File: config.mk
export PLATFORM = sky130hd
export DESIGN_NAME = reg_write_arbiter
export DESIGN_NICKNAME = d
export VERILOG_FILES = /design/src/rtl/reg_write_arbiter.sv
export SDC_FILE = /design/constraint.sdc
export NUM_CORES = 1
export LEC_CHECK = 0
export ABC_AREA = 1
export BUFFER_PORTS_ARGS = -buffer_cell sky130_fd_sc_hd__buf_2
export CAP_MARGIN = 20
export CELL_PAD_IN_SITES_DETAIL_PLACEMENT = 1
export CELL_PAD_IN_SITES_GLOBAL_PLACEMENT = 2
export CORE_ASPECT_RATIO = 1.25
export CORE_MARGIN = 8
export CORE_UTILIZATION = 30
export CTS_BUF_LIST = sky130_fd_sc_hd__clkbuf_4 sky130_fd_sc_hd__clkbuf_8
export DETAILED_ROUTE_END_ITERATION = 10
export PLACE_DENSITY_LB_ADDON = 0.1
export SYNTH_ARGS = -nofsm -noshare
export SYNTH_HDL_FRONTEND = slang
export SYNTH_SLANG_ARGS = --single-unit
File: constraint.sdc
create_clock -name clk -period 6 [get_ports clk]
set_clock_uncertainty 0.1 [all_clocks]
set_input_delay 0.3 -clock clk [delete_from_list [all_inputs] [get_ports clk]]
set_output_delay 0.3 -clock clk [all_outputs]
set_load 0.01 [all_outputs]
File: src/rtl/reg_write_arbiter.sv
// Round-robin arbiter that gives NREQ requesters shared write access to one WIDTH-bit register.
// After each commit it holds off further writes for GAP cool-down cycles.
module reg_write_arbiter #(
   parameter int NREQ  = 4,
   parameter int WIDTH = 4,
   parameter int GAP   = 1
) (
   input  logic                      clk,
   input  logic                      rst,
   input  logic [NREQ-1:0]           req,
   input  logic [NREQ*WIDTH-1:0]     wdata,
   output logic [NREQ-1:0]           ack,
   output logic [WIDTH-1:0]          q,
   output logic                      busy,
   output logic [$clog2(NREQ)-1:0]   last_id
);

   localparam int IDW     = $clog2(NREQ);
   localparam int GAP_EFF = (GAP < 1) ? 1 : ((GAP > 7) ? 7 : GAP);

   typedef enum logic {IDLE, COOL} state_t;

   state_t           state;
   logic [IDW-1:0]   ptr;
   logic [2:0]       cnt;
   logic             found;
   logic [IDW-1:0]   win;
   logic [IDW:0]     pos;
   logic [WIDTH-1:0] win_data;

   // Rotating priority search: first set req at or above ptr, wrapping at NREQ.
   always_comb begin
      // NOTE: every variable gets a default first so no path infers a latch.
      found    = 1'b0;
      win      = '0;
      pos      = '0;
      win_data = '0;
      for (int k = 0; k < NREQ; k++) begin
         pos = {1'b0, ptr} + (IDW+1)'(k);
         if (pos >= (IDW+1)'(NREQ))
            pos = pos - (IDW+1)'(NREQ);
         if (!found && req[pos[IDW-1:0]]) begin
            found = 1'b1;
            win   = pos[IDW-1:0];
         end
      end
      for (int k = 0; k < NREQ; k++)
         if (win == IDW'(k))
            win_data = wdata[k*WIDTH +: WIDTH];
   end

   // NOTE: all state here uses non-blocking assignments so every register updates from pre-edge values.
   always_ff @(posedge clk) begin
      if (rst) begin
         state   <= IDLE;
         ptr     <= '0;
         cnt     <= '0;
         ack     <= '0;
         q       <= '0;
         busy    <= 1'b0;
         last_id <= '0;
      end else begin
         case (state)
            IDLE: begin
               ack <= '0;
               if (found) begin
                  q       <= win_data;
                  ack     <= NREQ'(1) << win;
                  last_id <= win;
                  ptr     <= (win == IDW'(NREQ-1)) ? '0 : win + IDW'(1);
                  cnt     <= 3'(GAP_EFF);
                  busy    <= 1'b1;
                  state   <= COOL;
               end
            end
            COOL: begin
               ack <= '0;
               // Leaving on the last count lets the following IDLE cycle arbitrate at once.
               if (cnt <= 3'd1) begin
                  cnt   <= '0;
                  busy  <= 1'b0;
                  state <= IDLE;
               end else begin
                  cnt <= cnt - 3'd1;
               end
            end
            default: state <= IDLE;
         endcase
      end
   end

endmodule

# After elaboration in Yosys (flattened, before gate mapping)
# Cells that the tools add are included.
# Widths: inputs -> output; s select.
# totals
ff_bits	17
elab_cells	77
inputBits	22
output_inout_bits	11
# classes
eq_ne	5
mux	36
n_bitwise	1
shifts	1
n_addsub	9
n_lt_le_gt_ge	9
n_reduce_logical	9
# ops
cell	n
$mux 4	5
$mux 2	9
$lt 2x3->1 const B	4
$mux 1	12
$ge 3x3->1 const B	3
$bmux 1 s2	4
$pmux 4 s2	1
$sub 2x1->2 const B	4
$add 2x2->3 const B	2
$mux 3	2
$pmux 3 s2	1
$eq 2x2->1 const B	2
$pmux 1 s2	2
$reduce_and 2->1	2
$shl 1x2->4 const A	1
$add 2x1->3 const B	1
$ge 2x3->1 const B	1
$le 3x1->1 const B	1
$logic_and 1x1->1	3
$logic_not 1->1	3
$sub 3x1->3 const B	1
$add 2x1->2 const B	1
$eq 2x1->1 const B	1
$logic_not 2->1	1
3 further kinds	3

# Longest topological paths before layout
# Gate-level depths: netlist (run 1).
# depth
depth_word	19
depth_mapped	18
depth_no_buf	17

# Worst setup path before layout (run 1)
# OpenSTA, ideal clock, no wires.
# synth_path
path_type	register to register
startpoint	register ptr[0]
endpoint	register q[1]
t_required_ns	5.842
t_arrival_ns	1.923
n_path_buf	1
setup_time_ns	0.058
synth_period_minus_slack_ns	2.081
path_stages_with_launch	18
setup_slack_ns	3.919
path_cell_list	dfxtp_1 > buf_6 > inv_8 > nand2_2 > nand3_1 > nand2_1 > nor2_4 > nand3_4 > nand3_2 > inv_1 > ha_1 > inv_1 > nand3_1 > nand2_1 > o21ai_0 > o21ai_0 > nand2_1 > nand2_1
# synth_via
elab_chain_cells	19
elab_cells_between_ends	46
cone_classes	add/sub (7); order compare (4); eq/ne (3); mux (24); reduce/logical (8)
# synth_rtl
item	line_no	source
start: declaration	24	logic [IDW-1:0] ptr;
start signal: assignment	70	ptr <= (win == IDW'(NREQ-1)) ? '0 : win + IDW'(1);
branches (longest 13 deep; another with $add 2x1->3)	-	
$mux 2 *	42	if (!found && req[pos[IDW-1:0]]) begin
named net win[0]	27	logic [IDW-1:0] win;
$logic_not 2->1	48	if (win == IDW'(k))
$mux 4 (3 in a row)	48	
$mux 4 *	48	
end signal: assignment	67	q <= win_data;
end: declaration	13	output logic [WIDTH-1:0] q,
# Mark *: on every way through the listed nets, which the timed path passes. The select of a mux whose other input is x is not followed.
# A chain may end at the register's enable or synchronous reset.

# Worst setup path in the final report (run 1)
# layout_path
startpoint	register ptr[0]
endpoint	register q[0]
# Same word-level chain as after synthesis.

==> impl_metrics.ini, run 1 <==
[status]
outcome = completed

[routing]
drc = 0
drt_wl_total_mm = 3.03
ant_nets = 0
drt_iter0_markers = 23
avgRoutedWirePerCell_um = 12.8
vias = 1103
vias_per_cell = 4.67
firstDrtPassIters = 4

[final_layout]
final_util_pct = 38.2
syn2layout_area_growth_pct = 22.2
num_antenna_cells = 0
nNetsFinal = 225
fill_cells = 481
drive_above_1_share_pct = 30.5
final_cell_mix = nand2_1, buf_2, inv_1
final_common_cell = nand2_1
final_cells = 236

[clocking]
cts-hold-fix-buffers = 0
clk_path_buf_depth = 2
cts_resized = 0
clockRootBuffer = clkbuf_8
post_cts_buffers = 0
cts_max_level = 1
cts_buffers = 3
clock-sinks = 17
cts_tree = done
clk_pin_slew_ns = 0.07
worstSkewPairLatency_ns = 0.25

[floorplanning]
num_rows = 24
die_w_um = 70.2
die_y_um = 83.7
initial_core_util_pct = 31.3
die_area_sq_mm = 0.00587
io_pins = 33
core_area_sq_mm = 0.00351

[global_route]
grt_max_degree = 11
track_usage_pct = 10.8
overflow = 0
grt_pass1_wl_mm = 5.37
antenna_found_initial = 0
grt_pass1_vias = 1197

[place]
portBuffers = 32
gp_congestion = 0.761
hpwl_mm = 2.67
dpl.cell_count = 232

[pwr]
ir_worst_vdd_mv = 0.189
p_leak_nw = 0.738
power_frac_clock_pct = 12.1
switchingPower_w = 0.000348
power.total_w = 0.000694
pwr_density_cell_mw_per_mm2 = 516
pwr-share-seq_pct = 24.9
p_sw_share_pct = 50.1
combPwrFrac_pct = 63.0
internal_power_w = 0.000346

[worst_setup_path]
end_kind = register
worstSetupStartpoint = ptr[0]$_SDFFE_PP0P_
path_max_fanout = 9
timing.rr.start = ptr[0]$_SDFFE_PP0P_
cp.arrival_ns = 2.74
crit_required_ns = 6.10
critical_path_class = register to register
startpoint_type = register

[timing]
slew_violations = 0
tightest_slew_ns = 0.418
finalHoldViolCount = 0
fmax_ghz = 0.379
setup_viol = 0
fin_crit_sh_pct = 44.0
max-slew-margin-rel_pct = 72.1
fin_setup_tns_ns = 0
rsz0062_at_grt = no
period_needed_ns = 2.64

[worst_hold_path]
min-delay-start = rst
hold_path_class = input pin to register

[logic_synthesis]
synthCells = 162
async_reset_ff_share_pct = 0
synth-seq-cells = 17
synth_area_sq_mm = 0.00110
ys_warn_count = 0
synth_top_area_cell = dfxtp_1
synth_nets = 189
synth_area_leaders = dfxtp_1, nand2_1, inv_1
synth.top_cell.area_share_pct = 30.9
ys_seq_area_share_pct = 30.9
synth_ff_type = dfxtp_1
yosysUniqueCellTypes = 22
synth_edf_count = 0
syn_area_per_cell_sq_um = 6.79

[job]
drv_cap = 0
-- Yosys cell counts, types with 2 or more instances --
| library cell | count |
|---|---|
| nand2_1 | 53 |
| nand3_1 | 14 |
| nand4_1 | 2 |
| o21ai_1 | 2 |
| nand2_4 | 2 |
| a21oi_1 | 6 |
| nand3_2 | 2 |
| inv_1 | 19 |
| o21ai_2 | 2 |
| nor2_1 | 8 |
| ha_1 | 5 |
| o21ai_0 | 11 |
| dfxtp_1 | 17 |
| nand2_2 | 11 |
-- flip-flops by register name (all words and copies together), names as in the netlist --
| name | flops |
|---|---|
| q | 4 |
| ack | 4 |
| last_id | 2 |
| busy | 1 |
| ptr | 2 |
| cnt | 3 |
| state | 1 |
-- layout make-up --
class	count	area (sq um)	area share (%)
tap	39	48.8	3.63
clock inverter	1	5.00	0.372
timing repair buffer	32	160	11.9
clock buffer	3	41.3	3.07
inverter	22	95.1	7.08
sequential	17	340	25.3
multi-input combinational	122	653	48.6
-- final timing paths --
| path | slack [ns] | to | cells past startpoint |
|---|---|---|---|
| worst max-delay path | 3.36 | q[0]$_SDFFE_PP0P_ | 15 |
| worst min-delay path | 0.22 | cnt[2]$_SDFFE_PP0P_ | 2 |
| worst max register to register | 3.36 | q[0]$_SDFFE_PP0P_ | 15 |
| worst min register to register | 0.34 | q[3]$_SDFFE_PP0P_ | 2 |
-- per-layer routing --
metal / track usage [%] / wire [um] / up-vias / part of all wire [%]
met3: 4.05 / 163 / 0 / 5.4
met2: 20.1 / 1620 / 23 / 54
met4: 0.549 / 0 / 0 / 0
met5: 0 / 0 / - / 0
li1: - / - / 580 / -
met1: 11.5 / 1240 / 500 / 41
-- kinds of logic (layout without fill, tap and decap cells) --
logic type	count (synthesis)	after routing	share of synthesized area, %
adders and majority gates	5	5	5.69
and+or+nand+nor	96	96	43.5
buffers and inverters	23	58	9.67
DFF	17	17	30.9
AOI/OAI and AO/OA	21	21	10.2
-- critical path: stages, from the launching register on --
cell,delay (ns)
dfxtp_1,0.58
nand2_1,0.14
nand3_1,0.13
nand2_1,0.11
nor2_4,0.17
nand3_4,0.12
nand3_2,0.14
inv_1,0.10
ha_1,0.27
inv_1,0.13
nand3_1,0.08
nand2_1,0.08
o21ai_0,0.10
o21ai_0,0.20
nand2_1,0.08
nand2_1,0.06
-- metrics by stage --
stage	hold slack, ns	instance area [sq um]	setup slack (ns)
final	0.222	1340	3.36
after global routing	0.241	1340	3.00
after CTS	0.214	1340	3.28
after detailed placement	0.335	1300	3.29
after global placement	0.329	1300	3.40
after floorplan	0.269	1100	3.92
-- power groups by stage --
stage | clock network, W | registers [W] | logic [W]
final | 0.0000842 | 0.000173 | 0.000437
after global routing | 0.0000927 | 0.000178 | 0.000507
after global placement | 0 | 0.000174 | 0.000439
after detailed placement | 0 | 0.000176 | 0.000448
after floorplan | 0 | 0.000177 | 0.000326
after CTS | 0.0000880 | 0.000174 | 0.000450
Note: power is estimated with default switching activity, not from simulation.
==> inputs of run 2 (changes only) <==
--- a/config.mk
+++ b/config.mk
@@ -12,7 +12,7 @@
 export CELL_PAD_IN_SITES_GLOBAL_PLACEMENT = 2
 export CORE_ASPECT_RATIO = 1.25
 export CORE_MARGIN = 8
-export CORE_UTILIZATION = 30
+export CORE_UTILIZATION = 28
 export CTS_BUF_LIST = sky130_fd_sc_hd__clkbuf_4 sky130_fd_sc_hd__clkbuf_8
 export DETAILED_ROUTE_END_ITERATION = 10
 export PLACE_DENSITY_LB_ADDON = 0.1
==> constraint.sdc (replaced) <==
create_clock -name clk -period 2.51 [get_ports clk]
set_clock_uncertainty 0.1 [all_clocks]
set_input_delay 0.1255 -clock clk [delete_from_list [all_inputs] [get_ports clk]]
set_output_delay 0.1255 -clock clk [all_outputs]
set_load 0.01 [all_outputs]
==> run 2 against run 1 <==
Core utilization shrank 0.60 points; sequential share of layout area shrank 1.1 points; fmax is 15% higher; largest cell class unchanged.
==> impl_metrics.ini, run 2 (same netlist as run 1, synthesis figures left out) <==
[routing]
drt_wl_total_mm = 3.07
drt_iter0_markers = 14
drc = 0
ant_nets = 0
vias_per_cell = 4.50
avgRoutedWirePerCell_um = 12.1
vias = 1142
firstDrtPassIters = 2

[final_layout]
num_antenna_cells = 0
final_cell_mix = nand2_1, buf_2, inv_1
top_regs = ack x4, q x4, cnt x3
drive_above_1_share_pct = 35.0
nNetsFinal = 228
final_area_sq_mm = 0.00143
final_cells = 254
final_common_cell = nand2_1
syn2layout_area_growth_pct = 29.6

[place]
hpwl_mm = 2.57
portBuffers = 32
place_area_sq_mm = 0.00132
dpl.cell_count = 247
gp_congestion = 0.790

[global_route]
overflow = 0
grt_pass1_vias = 1148
antenna_found_initial = 0
grt_max_degree = 10
track_usage_pct = 9.87
grt_pass1_wl_mm = 4.91

[status]
outcome = completed

[worst_hold_path]
hold_path_class = input pin to register

[pwr]
pwr_density_cell_mw_per_mm2 = 1260
ir_worst_vdd_mv = 0.468
p_leak_nw = 0.768

[clocking]
worstSkewPairLatency_ns = 0.25
clock-sinks = 17
clockRootBuffer = clkbuf_8
clk_path_buf_depth = 2
cts_tree = done
clk_pin_slew_ns = 0.07
cts_max_level = 1
cts-hold-fix-buffers = 0
cts_buffers = 3

[job]
drv_cap = 0

[timing]
max-slew-margin-rel_pct = 82.8
fin_setup_tns_ns = 0
finalHoldViolCount = 0
whs_ns = 0.0583
fin_crit_sh_pct = 91.4
period_needed_ns = 2.29
slew_violations = 0
tightest_slew_ns = 0.258
setup_viol = 0
fmax_ghz = 0.436

[worst_setup_path]
cp.arrival_ns = 2.35
path_max_fanout = 6
startpoint_type = register
end_kind = register
crit_required_ns = 2.56
critical_path_class = register to register

[floorplanning]
die_w_um = 72.1
io_pins = 33
die_area_sq_mm = 0.00620
die_y_um = 86.1
initial_core_util_pct = 29.1
num_rows = 25
core_area_sq_mm = 0.00378
run 2: changes by cell type in the layout (fill, tap and decap cells not counted), sizes merged:
cell	before	now
clkbuf	3	4
buf	32	34
dlymetal6s2s	0	1
clkinv	2	1
run 2: per-stage QoR:
stage	utilization, %	power (W)	setup WS [ns]
6_report	37.7	0.00180	0.215
5_1_grt	37.7	0.00199	-0.00723
4_1_cts	36.1	0.00169	0.0829
3_5_place_dp	34.8	0.00146	-0.0385
2_1_floorplan	-	0.00120	0.429
3_3_place_gp	34.8	0.00145	0.0131
run 2: what timing repair did:
| item | in CTS | in global routing |
|---|---|---|
| buffers inserted | 0 | 3 |
| endpoints found under the setup margin | 4 | 4 |
| gates resized for setup | 1 | 16 |
| pin swaps | 0 | 5 |
run 2: layer usage:
metal  vias to the layer above  global-route usage (%)  wire (um)
li1                        583                       -          -
met1                       538                    10.5       1270
met2                        17                    17.6       1640
met3                         4                    3.03        135
met4                         0                    3.72         27
met5                         -                       0          0
run 2: power breakdown:
group          switching [W]  internal, W  total [W]
clock network      0.0000933     0.000124   0.000217
logic               0.000732     0.000437    0.00117
registers          0.0000525     0.000357   0.000410
total               0.000878     0.000918    0.00180
run 2: final cells by class:
class	count	area [sq um]
Multi-Input combinational cell	122	681
Sequential cell	17	345
Inverter	22	95.1
Fill cell	499	2360
Timing Repair Buffer	35	188
Clock buffer	4	48.8
Tap cell	54	67.6
run 2: worst paths after layout:
path | slack (ns) | start | cells past startpoint | to
max | 0.22 | ptr[0]$_SDFFE_PP0P_ | 15 | q[0]$_SDFFE_PP0P_
min | 0.06 | rst | 2 | cnt[2]$_SDFFE_PP0P_
max reg2reg | 0.22 | ptr[0]$_SDFFE_PP0P_ | 15 | q[0]$_SDFFE_PP0P_
min reg2reg | 0.35 | q[3]$_SDFFE_PP0P_ | 2 | q[3]$_SDFFE_PP0P_
run 2: critical path, stage by stage, from the launching register on:
cell and delay [ns]:
dfxtp_4 0.40, dlymetal6s2s_1 0.20, nand2_1 0.09, nand2_2 0.08, nand2_2 0.07, nand3_1 0.11, nand3_1 0.15, nand3_4 0.17
inv_2 0.07, ha_2 0.22, a21oi_1 0.17, nand2_1 0.07, o21ai_1 0.09, o21ai_1 0.08, nand2_1 0.08, nand2_1 0.05
==> inputs of run 3 (changes only) <==
--- a/config.mk
+++ b/config.mk
@@ -6,12 +6,12 @@
 export NUM_CORES = 1
 export LEC_CHECK = 0
 export ABC_AREA = 1
-export BUFFER_PORTS_ARGS = -buffer_cell sky130_fd_sc_hd__buf_2
+export BUFFER_PORTS_ARGS = -buffer_cell sky130_fd_sc_hd__clkbuf_2
 export CAP_MARGIN = 20
 export CELL_PAD_IN_SITES_DETAIL_PLACEMENT = 1
 export CELL_PAD_IN_SITES_GLOBAL_PLACEMENT = 2
 export CORE_ASPECT_RATIO = 1.25
-export CORE_MARGIN = 8
+export CORE_MARGIN = 2
 export CORE_UTILIZATION = 28
 export CTS_BUF_LIST = sky130_fd_sc_hd__clkbuf_4 sky130_fd_sc_hd__clkbuf_8
 export DETAILED_ROUTE_END_ITERATION = 10
==> run 3 against run 2 <==
Via count fell by 1.5%; count of clock-buffer cells in the layout is 1 lower; highest routed layer is now met3; fmax rose by 2.2%; largest power group unchanged; clock power is 5% lower; combinational power shrank 3%; critical path type unchanged.
==> impl_metrics.ini, run 3 (same netlist as run 1, synthesis figures left out) <==
[worst_hold_path]
hold_end = cnt[2]$_SDFFE_PP0P_
min-delay-start = rst
hold_depth = 2
hold_path_class = input pin to register

[clocking]
clockRootBuffer = clkbuf_8
cts_max_level = 1
clk_pin_slew_ns = 0.07
cts_tree = done
clock-sinks = 17
clk_path_buf_depth = 2
cts-hold-fix-buffers = 0
cts_buffers = 3
worstSkewPairLatency_ns = 0.25

[place]
gp_congestion = 0.835
pre_cts_slack_ns = -0.0872
hpwl_mm = 2.39
portBuffers = 32

[final_layout]
num_antenna_cells = 0
fill_cells = 504
syn2layout_area_growth_pct = 28.7
nNetsFinal = 228
drive_above_1_share_pct = 35.0
final_common_cell = nand2_1
final_cell_mix = nand2_1, clkbuf_2, inv_1
top_regs = ack x4, q x4, cnt x3

[job]
drv_cap = 0

[routing]
top_layer = met3
met2_length_mm = 1.49
avgRoutedWirePerCell_um = 11.0
vias = 1125
wl_met1_mm = 1.25
drc = 0
firstDrtPassIters = 4
drt_wl_total_mm = 2.80
ant_nets = 0
vias_per_cell = 4.43
routed-wl-met3_um = 67
drt_iter0_markers = 20

[worst_setup_path]
timing.rr.start = ptr[0]$_SDFFE_PP0P_
crit_required_ns = 2.61
cp.arrival_ns = 2.35
end_kind = register
path_max_fanout = 6
startpoint_type = register
r2r_cells = 16
reg2reg_to = q[0]$_SDFFE_PP0P_
critical_path_class = register to register
reg2reg_slack_ns = 0.27

[pwr]
power_frac_clock_pct = 11.8
internal_power_w = 0.000874
combPwrFrac_pct = 64.6
pwr_density_cell_mw_per_mm2 = 1230
power.total_w = 0.00175
p_sw_share_pct = 49.9
p_leak_nw = 0.752
ir_worst_vdd_mv = 0.427
switchingPower_w = 0.000872
pwr-share-seq_pct = 23.6

[timing]
finalHoldViolCount = 0
tightest_slew_ns = 0.248
fmax_ghz = 0.445
max-slew-margin-rel_pct = 83.5
slew_violations = 0
finalWorstSetupSlack_ns = 0.265
fin_crit_sh_pct = 89.4
setup_viol = 0
period_needed_ns = 2.24
rsz0062_at_grt = no

[global_route]
overflow = 0
grt_pass1_vias = 1135
grt_pass1_wl_mm = 4.89
track_usage_pct = 13.8
grt_max_degree = 11
antenna_found_initial = 0

[floorplanning]
die_area_sq_mm = 0.00445
die_y_um = 74.1
initial_core_util_pct = 29.1
num_rows = 25
die_w_um = 60.1
io_pins = 33
core_area_sq_mm = 0.00378

[status]
outcome = completed
[run 3: through the flow]
stage	instances	TNS (ns)	area (sq um)	hold slack [ns]	util (%)
2_1_floorplan	162	0	1100	0.0946	-
3_3_place_gp	247	0	1320	0.321	34.8
3_5_place_dp	247	-0.172	1320	0.338	34.8
4_1_cts	251	0	1360	0.0688	36.0
5_1_grt	254	0	1420	0.0900	37.4
6_report	254	0	1420	0.0675	37.4
[run 3: final cells by class]
| type | instances | area, sq um | area share (%) |
|---|---|---|---|
| Inverter | 22 | 95.1 | 6.72 |
| Multi-Input combinational cell | 122 | 681 | 48.1 |
| Sequential cell | 17 | 345 | 24.4 |
| Timing Repair Buffer | 35 | 180 | 12.7 |
| Clock buffer | 3 | 41.3 | 2.92 |
| Clock inverter | 1 | 5.00 | 0.354 |
| Tap cell | 54 | 67.6 | 4.77 |
[run 3: critical path, cell delays in order (launching register included)]
cell	delay [ns]
dfxtp_4	0.40
clkbuf_2	0.16
nand2_1	0.07
nand2_2	0.08
nand2_2	0.07
nand3_1	0.12
nand3_1	0.14
nand3_4	0.16
inv_2	0.07
ha_2	0.22
inv_2	0.08
nand3_1	0.06
nand2_1	0.07
o21ai_0	0.09
o21ai_1	0.16
nand2_1	0.07
nand2_1	0.07
[run 3: timing repair]
item / CTS / global route
buffers inserted: 0 / 3
pin swaps: 0 / 2
resized for setup: 1 / 11
hold endpoints to repair: 0 / 0
endpoints found under the setup margin: 4 / 4
[run 3: power by group through the flow]
stage                     combinational, W  clock, W  sequential (W)
after global placement             0.00103         0        0.000416
after CTS                          0.00105  0.000214        0.000414
after global routing               0.00130  0.000229        0.000424
after floorplan                   0.000778         0        0.000424
after detailed placement           0.00104         0        0.000419
final                              0.00113  0.000206        0.000412
[run 3: worst max-delay path by stage]
stage / from / slack [ns] / end / depth (start not counted)
finish: ptr[0]$_SDFFE_PP0P_ / 0.27 / q[0]$_SDFFE_PP0P_ / 16
CTS: ptr[0]$_SDFFE_PP0P_ / 0.03 / q[0]$_SDFFE_PP0P_ / 17
global route: ptr[0]$_SDFFE_PP0P_ / 0.02 / q[3]$_SDFFE_PP0P_ / 17
detailed placement: ptr[0]$_SDFFE_PP0P_ / -0.09 / q[0]$_SDFFE_PP0P_ / 15
global placement: ptr[0]$_SDFFE_PP0P_ / 0.009 / q[0]$_SDFFE_PP0P_ / 15
floorplan: ptr[0]$_SDFFE_PP0P_ / 0.43 / q[1]$_SDFFE_PP0P_ / 17
[run 3: routing by layer]
metal	up-vias	track usage, %
met1	524	17.2
met4	0	2.22
met5	-	0
met3	0	2.61
met2	14	24.8
li1	587	-
